File: src/rtl/vga_pkg.sv
// Shared types and constants for the 160x120 framebuffer scan-out path.
// The address helper keeps the row*160 product multiplier-free.
package vga_pkg;

   localparam int H_TOTAL = 800;
   localparam int V_TOTAL = 525;
   localparam int FB_W    = 160;
   localparam int FB_H    = 120;

   typedef logic [2:0]  colour_t;
   typedef logic [14:0] fb_addr_t;

   // row*160 + col as (row<<7) + (row<<5) + col
   function automatic fb_addr_t fb_addr(input logic [6:0] row, input logic [7:0] col);
      return (fb_addr_t'(row) << 7) + (fb_addr_t'(row) << 5) + fb_addr_t'(col);
   endfunction

endpackage

File: src/rtl/vga_timing_gen.sv
// VGA raster timing: pixel-rate tick, line/frame counters and raw sync/visible
// flags decoded from the counters, plus the one-clk frame_start strobe.
module vga_timing_gen #(
   parameter int H_VIS  = 640,
   parameter int H_FP   = 16,
   parameter int H_SYNC = 96,
   parameter int H_BP   = 48,
   parameter int V_VIS  = 480,
   parameter int V_FP   = 10,
   parameter int V_SYNC = 2,
   parameter int V_BP   = 33
) (
   input  logic       clk,
   input  logic       resetn,
   output logic       pix_tick,
   output logic [9:0] hc,
   output logic [9:0] vc,
   output logic       visible,
   output logic       hs_n,
   output logic       vs_n,
   output logic       frame_start
);

   localparam logic [9:0] H_LAST  = 10'(H_VIS + H_FP + H_SYNC + H_BP - 1);
   localparam logic [9:0] V_LAST  = 10'(V_VIS + V_FP + V_SYNC + V_BP - 1);
   localparam logic [9:0] H_VIS_C = 10'(H_VIS);
   localparam logic [9:0] V_VIS_C = 10'(V_VIS);
   localparam logic [9:0] HS_BEG  = 10'(H_VIS + H_FP);
   localparam logic [9:0] HS_END  = 10'(H_VIS + H_FP + H_SYNC);
   localparam logic [9:0] VS_BEG  = 10'(V_VIS + V_FP);
   localparam logic [9:0] VS_END  = 10'(V_VIS + V_FP + V_SYNC);

   // NOTE: state registers use non-blocking assignments so every register
   // samples pre-edge values and the update order inside the block is irrelevant.
   always_ff @(posedge clk) begin
      if (!resetn) begin
         pix_tick    <= 1'b0;
         hc          <= '0;
         vc          <= '0;
         frame_start <= 1'b0;
      end else begin
         pix_tick    <= ~pix_tick;
         frame_start <= pix_tick && (hc == '0) && (vc == '0);
         if (pix_tick) begin
            if (hc == H_LAST) begin
               hc <= '0;
               vc <= (vc == V_LAST) ? '0 : vc + 10'd1;
            end else begin
               hc <= hc + 10'd1;
            end
         end
      end
   end

   assign visible = (hc < H_VIS_C) && (vc < V_VIS_C);
   assign hs_n    = !((hc >= HS_BEG) && (hc < HS_END));
   assign vs_n    = !((vc >= VS_BEG) && (vc < VS_END));

endmodule

File: src/rtl/vga_scanout_reader.sv
// Framebuffer read side: issues 4x-upscaled reads to a 1-clk-latency RAM and
// drives the VGA DAC/sync pins through a two-stage pixel-rate pipeline.
module vga_scanout_reader
   import vga_pkg::*;
#(
   parameter int H_VIS       = 640,
   parameter int H_FP        = 16,
   parameter int H_SYNC      = 96,
   parameter int H_BP        = 48,
   parameter int V_VIS       = 480,
   parameter int V_FP        = 10,
   parameter int V_SYNC      = 2,
   parameter int V_BP        = 33,
   parameter int SCALE_SHIFT = 2,
   parameter int COLOR_W     = 3,
   parameter int ADDR_W      = 15
) (
   input  logic               clk,
   input  logic               resetn,
   output logic               rd_en,
   output logic [ADDR_W-1:0]  rd_addr,
   input  logic [COLOR_W-1:0] rd_data,
   output logic [9:0]         VGA_R,
   output logic [9:0]         VGA_G,
   output logic [9:0]         VGA_B,
   output logic               VGA_HS,
   output logic               VGA_VS,
   output logic               VGA_BLANK,
   output logic               VGA_SYNC,
   output logic               VGA_CLK,
   output logic               frame_start
);

   logic       pix_tick;
   logic [9:0] hc;
   logic [9:0] vc;
   logic       visible;
   logic       hs_n;
   logic       vs_n;
   logic       s1_vis;
   logic       s1_hs;
   logic       s1_vs;
   logic [6:0] row;
   logic [7:0] col;
   colour_t    pix;

   vga_timing_gen #(
      .H_VIS (H_VIS),  .H_FP (H_FP), .H_SYNC (H_SYNC), .H_BP (H_BP),
      .V_VIS (V_VIS),  .V_FP (V_FP), .V_SYNC (V_SYNC), .V_BP (V_BP)
   ) u_timing (
      .clk         (clk),
      .resetn      (resetn),
      .pix_tick    (pix_tick),
      .hc          (hc),
      .vc          (vc),
      .visible     (visible),
      .hs_n        (hs_n),
      .vs_n        (vs_n),
      .frame_start (frame_start)
   );

   // Only meaningful while visible, where row < 120 and col < 160.
   assign row = 7'(vc >> SCALE_SHIFT);
   assign col = 8'(hc >> SCALE_SHIFT);
   assign pix = colour_t'(rd_data);

   // Both stages step on tick edges: the RAM samples rd_addr on the clk in
   // between, so stage 2 sees the word for the address stage 1 issued.
   always_ff @(posedge clk) begin
      if (!resetn) begin
         rd_en     <= 1'b0;
         rd_addr   <= '0;
         s1_vis    <= 1'b0;
         s1_hs     <= 1'b1;
         s1_vs     <= 1'b1;
         VGA_R     <= '0;
         VGA_G     <= '0;
         VGA_B     <= '0;
         VGA_HS    <= 1'b1;
         VGA_VS    <= 1'b1;
         VGA_BLANK <= 1'b0;
      end else if (pix_tick) begin
         rd_en  <= visible;
         s1_vis <= visible;
         s1_hs  <= hs_n;
         s1_vs  <= vs_n;
         if (visible) begin
            rd_addr <= ADDR_W'(fb_addr(row, col));
         end
         VGA_HS    <= s1_hs;
         VGA_VS    <= s1_vs;
         VGA_BLANK <= s1_vis;
         VGA_R     <= s1_vis ? {10{pix[2]}} : '0;
         VGA_G     <= s1_vis ? {10{pix[1]}} : '0;
         VGA_B     <= s1_vis ? {10{pix[0]}} : '0;
      end
   end

   assign VGA_SYNC = 1'b0;
   assign VGA_CLK  = pix_tick;

endmodule

File: config.mk
export PLATFORM = sky130hd
export DESIGN_NAME = vga_scanout_reader
export DESIGN_NICKNAME = d
export VERILOG_FILES = /design/src/rtl/vga_pkg.sv /design/src/rtl/vga_timing_gen.sv /design/src/rtl/vga_scanout_reader.sv
export SDC_FILE = /design/constraint.sdc
export NUM_CORES = 1
export LEC_CHECK = 0
export ABC_AREA = 1
export BUFFER_PORTS_ARGS = -buffer_cell sky130_fd_sc_hd__buf_2
export CORE_MARGIN = 3
export CORE_UTILIZATION = 50
export DETAILED_ROUTE_END_ITERATION = 7
export MAX_ROUTING_LAYER = met4
export PLACE_DENSITY = 0.84
export REMOVE_ABC_BUFFERS = 1
export SETUP_SLACK_MARGIN = 0.1
export SLEW_MARGIN = 10
export SYNTH_ARGS = -nofsm -noshare
export SYNTH_HDL_FRONTEND = slang
export SYNTH_HIERARCHICAL = 1
export SYNTH_SLANG_ARGS = --single-unit
export TNS_END_PERCENT = 1
File: constraint.sdc
create_clock -name clk -period 2.1 [get_ports clk]
set_clock_uncertainty 0.1 [all_clocks]
set_input_delay 0.315 -clock clk [delete_from_list [all_inputs] [get_ports clk]]
set_output_delay 0.315 -clock clk [all_outputs]
set_load 0.01 [all_outputs]
==> results_dict.tcl <==
set metrics [dict create \
    reg2reg_from "u_timing/vc[4]" \
    layout_commonest_cell "nand2_1" \
    antennaDiodeCount 0 \
    htree_num_levels 2 \
    fmax_mhz 498.3 \
    die_y_um 81.83 \
    overflow 0 \
    vias_per_cell 5.245 \
    whs_ns 0.1723 \
    yosys_warnings 6 \
    p_leak_nw 1.593 \
    rsz0062_at_grt "yes" \
    hpwl_um 4910 \
    worst_ep_arrival_time_ns 2.11 \
    syn_inst 410 \
    clock_path_buffers 2 \
    critical_path_class "register to register" \
    multi_input_area_um2 1524 \
    cp_max_fo 4 \
    cts_buffers 5 \
    grt_max_degree 22 \
    hp-start "rd_data[1]" \
    dr.first_iter.drc_count 274 \
    hp-class "primary input to register" \
    start_util_pct 53.89 \
    drtAntennaViolNets 0 \
    clock_sinks 46 \
    end_kind "register" \
    synth_cell_types 34 \
    clk_latency_ns 0.30 \
    final_nets 472 \
    num_rows 26 \
    path_buf_inv 3 \
    place_ws_ns -0.06149 \
    die_w_um 81.83 \
    setup_viol 0 \
    area_delta_synth_final_pct 11.62 \
    avgSynthCellArea_um2 7.013 \
    hold-path-endpoint "VGA_G[8]" \
    grt_pass1_wl_um 10670 \
    r2r_setup_slack_ns 0.09 \
    maxSlewViolCount 0 \
    setup_slack_ns 0.09325 \
    drive_above_1_share_pct 26.06 \
    maxCapViolations 0 \
    port_buffers 55 \
    crit_family "adder cells" \
    worstRegToRegCells 12 \
    top_regs "rd_addr: 15 flops, u_timing/hc: 10 flops, u_timing/vc: 10 flops" \
    regArea_um2 927.1 \
    cp-start-kind "register" \
    largest_reg_flops 15 \
    regMostFlops "rd_addr" \
    vias 2722 \
    antenna_found_initial 0 \
    coreArea_um2 5335 \
    crit_chain "inv_2 > fa_1 > inv_2 > fa_2 > nand2_2 > nand2_4 > nand3_2 > nand2_1 > nand2_1 > nand3_1 > nand2_1 > inv_1" \
    whs_path_depth 3 \
    syn-cell-area_um2 2875 \
    fin_crit_ns 2.007 \
    gp_congestion 0.9253 \
    ys_seq_elements 46 \
    post_drt_wl_per_cell_um 13.04 \
    powerDensity_nw_per_um2 553.0 \
    dr.pass1.iters 5 \
    die-area_um2 6696 \
    critical-path-slowest-cell "fa_1" \
    synth_seq_area_share_pct 32.03 \
    synth_top_area_share_pct 32.03 \
    drc 0 \
    synth_top_area_cell "dfxtp_1" \
    totalPowerFinal_mw 1.775 \
    required_ns 2.21 \
    final.fill_count 474 \
    ys_top_cells_by_area "dfxtp_1 (32%), nand2_1 (10%), nor2_1 (8.6%)" \
    grt_pass1_vias 2399 \
    critPathMaxStageDelay_ns 0.54 \
    cts_root_buf "clkbuf_8" \
    r2r_end "rd_addr[12]" \
    vdd_drop_max_v 0.0003558 \
    cts_tree "built" \
    crit_path_frequent_cell "nand2_1" \
    final_cell_mix "nand2_1 (77), nor2_1 (65), buf_2 (55), dfxtp_1 (41), inv_1 (40)" \
    clkTransAtPathRegs_ns 0.09 \
    grt_usage_pct 21.04 \
    finalHoldViolations 0 \
    pin_count 57 \
    drt_wl_total_um 6769 \
    outcome "completed" \
    fin_crit_sh_pct 95.56 \
]
==> cell families (layout without fill, tap and decap cells) <==
kind of cell    Yosys count  after routing  share of synthesized area, %
xor+xnor                  4              4                         1.219
other cells               1              1                        0.1304
simple gates            220            220                         34.55
compound gates           34             34                         6.832
buf+inv                  86            125                         16.45
flops                    46             46                         32.03
fa+ha+maj                19             19                         8.790
==> repair_timing <==
action | in CTS | in global routing
hold buffers | 0 | 0
gates resized for setup | 8 | 9
pin swaps | 6 | 6
buffers inserted | 1 | 0
setup endpoints to repair | 7 | 6
endpoints found under the hold margin | 0 | 0
==> final cells by class <==
type / count / area share [%]
Multi-Input combinational cell: 278 / 47.49
Clock inverter: 3 / 1.365
Timing Repair Buffer: 66 / 11.15
Clock buffer: 5 / 2.144
Tap cell: 70 / 2.729
Inverter: 51 / 6.238
Sequential cell: 46 / 28.89
==> per-stage QoR <==
| stage | std cells | util (%) | TNS [ns] | area (um^2) |
|---|---|---|---|---|
| 2_1_floorplan | 375 | - | -0.1195 | 2603 |
| 3_3_place_gp | 510 | 56.99 | 0 | 3040 |
| 3_5_place_dp | 510 | 56.99 | -0.06149 | 3040 |
| 4_1_cts | 519 | 59.71 | 0 | 3186 |
| 5_1_grt | 519 | 60.15 | -0.03876 | 3209 |
| 6_report | 519 | 60.15 | 0 | 3209 |
==> worst register-to-register path: cells and delay by family, from the launching register on <==
family / cells / cell delay, ns
adder cells (fa/ha/maj): 2 / 0.89
AND/OR/NAND/NOR: 7 / 0.45
flip-flops: 1 / 0.34
buffers and inverters: 3 / 0.13
==> how the worst max path moves through the flow <==
| stage | from | endpoint | slack (ns) | depth (start not counted) |
|---|---|---|---|---|
| final | u_timing/vc[4] | rd_addr[12] | 0.09 | 12 |
| after global routing | u_timing/vc[4] | rd_addr[12] | -0.04 | 12 |
| after CTS | u_timing/vc[4] | rd_addr[12] | 0.06 | 12 |
| after detailed placement | u_timing/hc[9] | rd_addr[12] | -0.06 | 12 |
| after global placement | u_timing/hc[9] | rd_addr[12] | 0.009 | 12 |
| after floorplan | u_timing/vc[2] | rd_addr[12] | -0.08 | 12 |
==> report_power, final <==
group	internal, mW	switching [mW]	total [mW]
clock	0.357	0.314	0.671
combinational	0.0643	0.115	0.180
sequential	0.903	0.0204	0.924
==> synthesized netlist by cell type <==
cell,n
nand2_1,79
nor2_1,66
dfxtp_1,46
inv_1,42
nand3_1,34
buf_4,29
ha_1,17
a21oi_1,14
nand4_1,9
o21ai_0,9
nand2_2,8
nor3_1,8
inv_2,5
buf_6,4
nand3_2,4
nor2_2,4
o21bai_1,4
nand2_4,3
o211ai_1,3
xor2_1,3
buf_2,2
clkinv_1,2
fa_1,2
nand3b_1,2
nor4_1,2
a21boi_0,1
a21oi_2,1
and2_1,1
clkinv_2,1
conb_1,1
inv_8,1
o21ai_1,1
o31ai_1,1
xnor2_1,1
==> layer usage <==
layer  GRT usage, %  vias to the layer above  share of wire [%]
li1               -                     1347                  -
met1          24.90                     1230                 43
met2          36.91                      131                 48
met3          3.070                       14                7.9
met4          6.146                        0                1.1
met5              -                        -                  0
(Power assumes the default switching activity.)
